[config.mk]
export PLATFORM = sky130hd
export DESIGN_NAME = pipe_stage_reg
export DESIGN_NICKNAME = d
export VERILOG_FILES = /design/src/rtl/pipe_pkg.sv /design/src/rtl/tnew_sat_dec.sv /design/src/rtl/pipe_stage_reg.sv
export SDC_FILE = /design/constraint.sdc
export NUM_CORES = 1
export LEC_CHECK = 0
export CORE_AREA = 4 4 137 139
export DETAILED_ROUTE_END_ITERATION = 8
export DIE_AREA = 0 0 141 143
export DONT_BUFFER_PORTS = 1
export SYNTH_ARGS = -nofsm -noshare
export SYNTH_HDL_FRONTEND = slang
export SYNTH_SLANG_ARGS = --single-unit
[constraint.sdc]
create_clock -name clk -period 10.85 [get_ports clk]
set_clock_uncertainty 0.15 [all_clocks]
set_input_delay 2.17 -clock clk [delete_from_list [all_inputs] [get_ports clk]]
set_output_delay 2.17 -clock clk [all_outputs]
set_load 0.02 [all_outputs]
[src/rtl/pipe_pkg.sv]
// Shared pipeline definitions: register-file address width, Tnew encoding and
// the hazard-control bundle carried by every stage register and the hazard unit.
package pipe_pkg;

  localparam int RFA_W      = 5;
  localparam int TNEW_W_DEF = 3;

  localparam logic [TNEW_W_DEF-1:0] TNEW_NONE = '0;
  localparam logic [TNEW_W_DEF-1:0] TNEW_MAX  = '1;

  typedef struct packed {
    logic                  valid;
    logic                  rfwe;
    logic [RFA_W-1:0]      rfwa;
    logic [TNEW_W_DEF-1:0] tnew;
  } ctl_t;

endpackage

[src/rtl/tnew_sat_dec.sv]
// Saturating decrement of a Tnew value: counts down to zero and stays there.
module tnew_sat_dec
  import pipe_pkg::*;
#(
  parameter int TNEW_W = TNEW_W_DEF
) (
  input  logic [TNEW_W-1:0] tnew,
  output logic [TNEW_W-1:0] tnew_dec
);

  assign tnew_dec = (tnew == '0) ? '0 : tnew - TNEW_W'(1);

endmodule

[src/rtl/pipe_stage_reg.sv]
// Reusable MIPS pipeline stage register with stall/flush, Tnew countdown,
// registered forwarding-ready flag and a saturating stall-cycle counter.
module pipe_stage_reg
  import pipe_pkg::*;
#(
  parameter int DATA_W      = 128,
  parameter int TNEW_W      = pipe_pkg::TNEW_W_DEF,
  parameter int RFA_W       = pipe_pkg::RFA_W,
  parameter int CNT_W       = 16,
  parameter bit DEC_ON_HOLD = 1'b1
) (
  input  logic              clk,
  input  logic              reset,
  input  logic              stall,
  input  logic              flush,
  input  logic              clr_cnt,
  input  logic              in_valid,
  input  logic              in_rfwe,
  input  logic [RFA_W-1:0]  in_rfwa,
  input  logic [TNEW_W-1:0] in_tnew,
  input  logic [31:0]       in_pc,
  input  logic [DATA_W-1:0] in_payload,
  output logic              out_valid,
  output logic              out_rfwe,
  output logic [RFA_W-1:0]  out_rfwa,
  output logic [TNEW_W-1:0] out_tnew,
  output logic [31:0]       out_pc,
  output logic [DATA_W-1:0] out_payload,
  output logic              fwd_ok,
  output logic [CNT_W-1:0]  stall_cnt
);

  function automatic logic [CNT_W-1:0] sat_inc(input logic [CNT_W-1:0] x);
    return (x == '1) ? x : x + CNT_W'(1);
  endfunction

  logic              vld_p0, vld_p1;
  logic              rfwe_p0, rfwe_p1;
  logic [RFA_W-1:0]  rfwa_p0, rfwa_p1;
  logic [TNEW_W-1:0] tnew_p0, tnew_p1;
  logic [31:0]       pc_p0, pc_p1;
  logic [DATA_W-1:0] payload_p0, payload_p1;
  logic              fwd_p0, fwd_p1;
  logic [CNT_W-1:0]  cnt_p0, cnt_p1;
  logic [TNEW_W-1:0] tnew_in_dec, tnew_hold_dec;

  tnew_sat_dec #(.TNEW_W(TNEW_W)) u_dec_in (
    .tnew     (in_tnew),
    .tnew_dec (tnew_in_dec)
  );

  tnew_sat_dec #(.TNEW_W(TNEW_W)) u_dec_hold (
    .tnew     (tnew_p1),
    .tnew_dec (tnew_hold_dec)
  );

  // Stage input (p0): next-state selection, priority flush > stall > load
  always_comb begin
    vld_p0     = vld_p1;
    rfwe_p0    = rfwe_p1;
    rfwa_p0    = rfwa_p1;
    tnew_p0    = tnew_p1;
    pc_p0      = pc_p1;
    payload_p0 = payload_p1;
    if (flush || (!stall && !in_valid)) begin
      vld_p0     = 1'b0;
      rfwe_p0    = 1'b0;
      rfwa_p0    = '0;
      tnew_p0    = '0;
      pc_p0      = '0;
      payload_p0 = '0;
    end else if (stall) begin
      if (DEC_ON_HOLD) tnew_p0 = tnew_hold_dec;
    end else begin
      vld_p0     = 1'b1;
      rfwe_p0    = in_rfwe;
      rfwa_p0    = in_rfwa;
      tnew_p0    = tnew_in_dec;
      pc_p0      = in_pc;
      payload_p0 = in_payload;
    end
    fwd_p0 = vld_p0 && rfwe_p0 && (rfwa_p0 != '0) && (tnew_p0 == TNEW_W'(TNEW_NONE));

    cnt_p0 = cnt_p1;
    if (clr_cnt) cnt_p0 = '0;
    else if (stall && !flush && vld_p1) cnt_p0 = sat_inc(cnt_p1);
  end

  // Stage output (p1): the registered stage contents
  always_ff @(posedge clk or posedge reset) begin
    if (reset) begin
      vld_p1     <= 1'b0;
      rfwe_p1    <= 1'b0;
      rfwa_p1    <= '0;
      tnew_p1    <= '0;
      pc_p1      <= '0;
      payload_p1 <= '0;
      fwd_p1     <= 1'b0;
      cnt_p1     <= '0;
    end else begin
      vld_p1     <= vld_p0;
      rfwe_p1    <= rfwe_p0;
      rfwa_p1    <= rfwa_p0;
      tnew_p1    <= tnew_p0;
      pc_p1      <= pc_p0;
      payload_p1 <= payload_p0;
      fwd_p1     <= fwd_p0;
      cnt_p1     <= cnt_p0;
    end
  end

  assign out_valid   = vld_p1;
  assign out_rfwe    = rfwe_p1;
  assign out_rfwa    = rfwa_p1;
  assign out_tnew    = tnew_p1;
  assign out_pc      = pc_p1;
  assign out_payload = payload_p1;
  assign fwd_ok      = fwd_p1;
  assign stall_cnt   = cnt_p1;

endmodule

; Word level (Yosys, flattened, before mapping)
; Index checks and enable logic that the tools add are counted.
[op_classes]
n_eq_ne = 3
magnitude_cmp = 0
n_bitwise = 0
n_div = 0
add_sub_neg = 3
reduce_logical = 16
muxes = 17
shifts = 0
mul = 0
[op_table]
columns = operator, count
row1 = two-way mux 128 bit, 2
row2 = two-way mux 32 bit, 2
row3 = two-way mux 16 bit, 3
row4 = "adder 16 x 1 -> 16 bit, second input constant", 1
row5 = "== test 16 bit, second input constant", 1
row6 = two-way mux 3 bit, 4
row7 = two-way mux 5 bit, 2
row8 = zero test 3 bit, 3
row9 = logical AND 1 bit, 6
row10 = "subtractor 3 x 1 -> 3 bit, second input constant", 2
row11 = nonzero test 5 bit, 1
row12 = two-way mux 1 bit, 4
row13 = zero test 1 bit, 3
row14 = "inequality test 2 x 1 -> 1 bit, second input constant", 1
row15 = "inequality test 2 bit, second input constant", 1
row16 = AND reduction 2 bit, 1
row17 = nonzero test 2 bit, 1
row18 = logical OR 1 bit, 1
[word_totals]
output_inout_bits = 187
n_memories = 0
elab_cells = 47
ff_bits = 187
input_bits = 175
ramBits = 0
mem_bits_ro = 0
latch_bits = 0

; Longest topological paths before layout
[logic_depth]
depth_word = 7
mapped_depth = 7

; Modules after synthesis
; Synthesis repeated with hierarchy kept, for this count alone.
[unflattened]
hier_cells = 522
hier_area_um2 = 7076.8
[modules_own_cells]
columns = module, cells_each, instances, area_per_inst_um2, seq_area_each_um2
row1 = pipe_stage_reg, 506, 1, 6966.7, 4679.5
row2 = tnew_sat_dec, 8, 2, 55.1, 0.0

; Least setup slack after synthesis
; OpenSTA, ideal clock, no wires.
[synth_path]
path_kind = input port to flip-flop
startpoint = input port flush
endpoint = register cnt_p1[13], in the netlist stall_cnt[13]
path_stages = 5
t_arrival_ps = 3455
path_slack_ps = 7167
t_required_ps = 10622
path_cell_list = nand4b_1 -> or3_1 -> clkbuf_2 -> or4_1 -> a21oi_1
[synth_via]
elab_chain_cells = 5
[synth_lines]
columns = item, line_no
row1 = start: declaration, pipe_stage_reg.sv:15  ; input logic flush,
row2 = zero test 1 bit, pipe_stage_reg.sv:86  ; else if (stall && !flush && vld_p1) cnt_p0 = sat_inc(cnt_p1);
row3 = logical AND 1 bit (2 in a row), pipe_stage_reg.sv:86
row4 = nonzero test 2 bit (no source line), -
row5 = AND reduction 2 bit (no source line), -
row6 = end signal: assignment, pipe_stage_reg.sv:108  ; cnt_p1 <= cnt_p0;
row7 = end: declaration, pipe_stage_reg.sv:44  ; logic [CNT_W-1:0] cnt_p0, cnt_p1;
; Every way passes these cells.
; A chain may end at the register's enable or synchronous reset.

; Worst setup path after layout
[layout_path]
startpoint = input port stall
endpoint = register cnt_p1[14], in the netlist stall_cnt[14]
[layout_via]
elab_chain_cells = 4
[layout_lines]
columns = item, line_no
row1 = start: declaration, pipe_stage_reg.sv:14  ; input logic stall,
row2 = logical AND 1 bit (2 in a row), pipe_stage_reg.sv:86
row3 = nonzero test 2 bit (no source line), -
row4 = AND reduction 2 bit (no source line), -
; Every way passes these cells.

==> flow_summary.toml <==
[sta]
whs_ns = 0.511
setup_violations = 0
min_period_over_period_pct = 33.1
relSlewSlack_pct = 36.8
finalWorstSetupSlack_ns = 7.26
rsz0062_at_grt = "false"
tightest_slew_ns = 0.948
fmax_mhz = 279
finalSetupTns_ns = 0
slew_violations = 0
hold_viol = 0
period_minus_slack_ns = 3.59

[finish]
nets = 682
syn2layout_area_growth_pct = 11.4
diodes = 0
fillCellCount = 1567
design_area_sq_um = 7850
drive_gt1_share_pct = 9.51

[floorplan]
io_pins = 362
die_w_um = 141
die_y_um = 143
rows = 49
initial_utilization_pct = 39.9
core_sq_um = 17700
die-area_sq_um = 20200

[global_routing]
antenna_found_initial = 0
gr-total-overflow = 0
grt_pass1_wl_um = 26900
first_global_vias = 4577
grt_max_degree = 112
grtUsageTotal_pct = 17.2

[yosys]
seq_area_frac_synth_pct = 66.4
yosysWarnings = 0
synth_area_sq_um = 7050
synth_area_leaders = "dfrtp_1 66%, a22o_1 20%, clkbuf_1 2.1%"
ys_ff_latch = 187
synth_cells = 519
synth.avg_cell_area_sq_um = 13.6
syn_nets = 699
synthArstFlopShare_pct = 100
synth-edff-count = 0
synth_top_area_share_pct = 66.4
yosys.area.top_type = "dfrtp_1"
synthDistinctLibCells = 40
synthFlopType = "dfrtp_1"

[cts]
numCtsBuffers = 17
clk_pin_slew_ns = 0.07
clk_latency_ns = 0.42
cts_root_buf = "clkbuf_16"
cts.sinks = 187
cts_max_path_buffers = 2
cts_hold_buf = 0
cts.repair.resized = 0
cts_tree = "done"
postCtsSetupBuffers = 0
htree_levels = 4

[setup_path]
worst-setup-path-type = "primary input to flop"
worstPathRequired_ns = 11.04
reg2reg_from = "stall_cnt[0]"
critical_path_peak_fanout = 79
endpoint_kind = "flop"
rr_worst_depth = 5
cp.arrival_ns = 3.78
cp.depth = 5
r2r_end = "stall_cnt[14]"
max_stage_delay_ns = 0.61
critPathSlowestCell = "buf_4"
crit_buf_inv = 1
crit_path_end = "stall_cnt[14]"
worstSetupStartpointType = "primary input"
worst_path_dominant_cell_family = "simple AND/OR/NAND/NOR gates"
crit_chain = "nor2b_4, buf_4, nand2_1, or4_1, a21oi_1"
cp-startpoint = "stall"
reg2reg_setup_slack_ns = 8.49

[drt]
antenna_left = 0
dr.pass1.iters = 4
drc_errors = 0
drt_iter0_drc = 148
viasPerCell = 5.95
met1Wirelength_um = 6720
met3WireLength_um = 2060
wl_met2_um = 9360
post_drt_wl_per_cell_um = 24.7
routed_wl_um = 18300
routed-via-count = 4430
dr.max_layer_used = "met4"

[pwr]
swShare_pct = 26.3
p_seq_share_pct = 53.1
pwr_density_cell_nw_per_um2 = 185
power.internal_mw = 1.07
leakage_nw = 3.67
power_frac_clock_pct = 42.9
pwr-share-comb_pct = 4.1
ir_drop_v = 0.0000978
switching_power_mw = 0.383

[worst_hold_path]
hp-class = "flop to flop"

[status]
outcome = "finished clean"

[placement]
pre_cts_slack_ns = 6.83
place_area_sq_um = 7240
io_buffers = 0
gp_congestion = 0.778
dp_hpwl_um = 13200

[flow_run]
cap_violations = 0
-- power groups by stage --
stage	combinational, mW	sequential, mW	clock, mW
finish	0.0591	0.772	0.624
global placement	0.0572	0.786	0
global route	0.0674	0.774	0.670
floorplan	0.0512	0.777	0
detailed placement	0.0609	0.785	0
CTS	0.0607	0.773	0.639
-- logic make-up after synthesis --
| family | after synthesis | share of synthesized area (%) |
|---|---|---|
| xor gates and xnor gates | 1 | 0.124 |
| buffers and inverters | 50 | 2.70 |
| AOI/OAI and AO/OA | 203 | 23.6 |
| DFF | 187 | 66.4 |
| adders and majority gates | 5 | 0.887 |
| and+or+nand+nor | 72 | 6.19 |
| muxes | 1 | 0.142 |
-- worst reg2reg max path, cell delays in order, from the launching register on --
cell,delay (ns)
dfrtp_1,0.55
ha_1,0.28
nand3_1,0.20
or4b_4,0.55
or4_1,0.41
a21oi_1,0.15
-- how the worst min path moves through the flow --
stage / slack, ns / start / cells past startpoint / endpoint
2_1_floorplan: 0.47 / out_rfwa[1] / 2 / out_rfwa[1]
3_3_place_gp: 0.50 / out_rfwa[3] / 2 / out_rfwa[3]
3_5_place_dp: 0.50 / out_payload[35] / 1 / out_payload[35]
4_1_cts: 0.51 / out_rfwa[3] / 2 / out_rfwa[3]
5_1_grt: 0.52 / out_pc[8] / 1 / out_pc[8]
6_report: 0.51 / out_rfwa[3] / 2 / out_rfwa[3]
-- metal layers --
layer	vias up	GRT usage, %
li1	1947	-
met4	0	5.81
met3	12	7.70
met1	2226	19.8
met5	-	0
met2	245	28.7
-- stage by stage --
| stage | total power, mW | utilization, % | std cells |
|---|---|---|---|
| after global routing | 1.51 | 44.5 | 744 |
| after global placement | 0.843 | 41.0 | 712 |
| final | 1.45 | 44.5 | 744 |
| after detailed placement | 0.846 | 41.0 | 712 |
| after floorplan | 0.828 | - | 519 |
| after CTS | 1.47 | 44.5 | 744 |
-- state kept, by name, indices dropped and copies added, names as in the netlist --
name / count
out_valid: 1
out_rfwa: 5
out_payload: 128
fwd_ok: 1
out_tnew: 3
out_pc: 32
out_rfwe: 1
stall_cnt: 16
-- cell type report --
class | count | area, sq um | area share (%)
timing repair buffer | 6 | 45.0 | 0.574
clock buffer | 17 | 425 | 5.42
inverter | 8 | 37.5 | 0.478
multi-input combinational | 282 | 2190 | 28.0
sequential | 187 | 4680 | 59.6
tap | 229 | 287 | 3.65
clock inverter | 15 | 183 | 2.33
-- cell usage in the layout, fill, tap and decap left out, drive strengths merged, types with 3 or more instances in the layout --
cell | netlist | final
clkbuf | 40 | 17
or4 | 6 | 6
buf | 2 | 6
clkinv | 0 | 8
inv | 8 | 13
nand3b | 5 | 5
nor2 | 8 | 8
or3 | 7 | 7
o21ai | 8 | 8
nand2 | 14 | 14
dfrtp | 187 | 187
a21oi | 21 | 21
o31ai | 8 | 8
nand3 | 5 | 5
a22o | 160 | 160
nand4 | 3 | 3
or2 | 3 | 3
nor3 | 6 | 6
ha | 5 | 5
-- cells in the mapped netlist (2+ instances only) --
| cell | count |
|---|---|
| a21oi_1 | 21 |
| o31ai_1 | 8 |
| o21ai_0 | 8 |
| or4_1 | 6 |
| nand4_1 | 2 |
| nand2_1 | 14 |
| nor3_1 | 6 |
| nand3b_1 | 5 |
| ha_1 | 5 |
| a22oi_1 | 2 |
| or2_2 | 3 |
| clkbuf_1 | 39 |
| a22o_1 | 160 |
| dfrtp_1 | 187 |
| or3_1 | 7 |
| nor2_1 | 8 |
| nand3_1 | 4 |
| nor4_1 | 2 |
| nor3b_1 | 2 |
| and2_1 | 2 |
| inv_1 | 8 |
| nor2b_1 | 2 |
No activity file was read; power rests on OpenSTA's default activity.
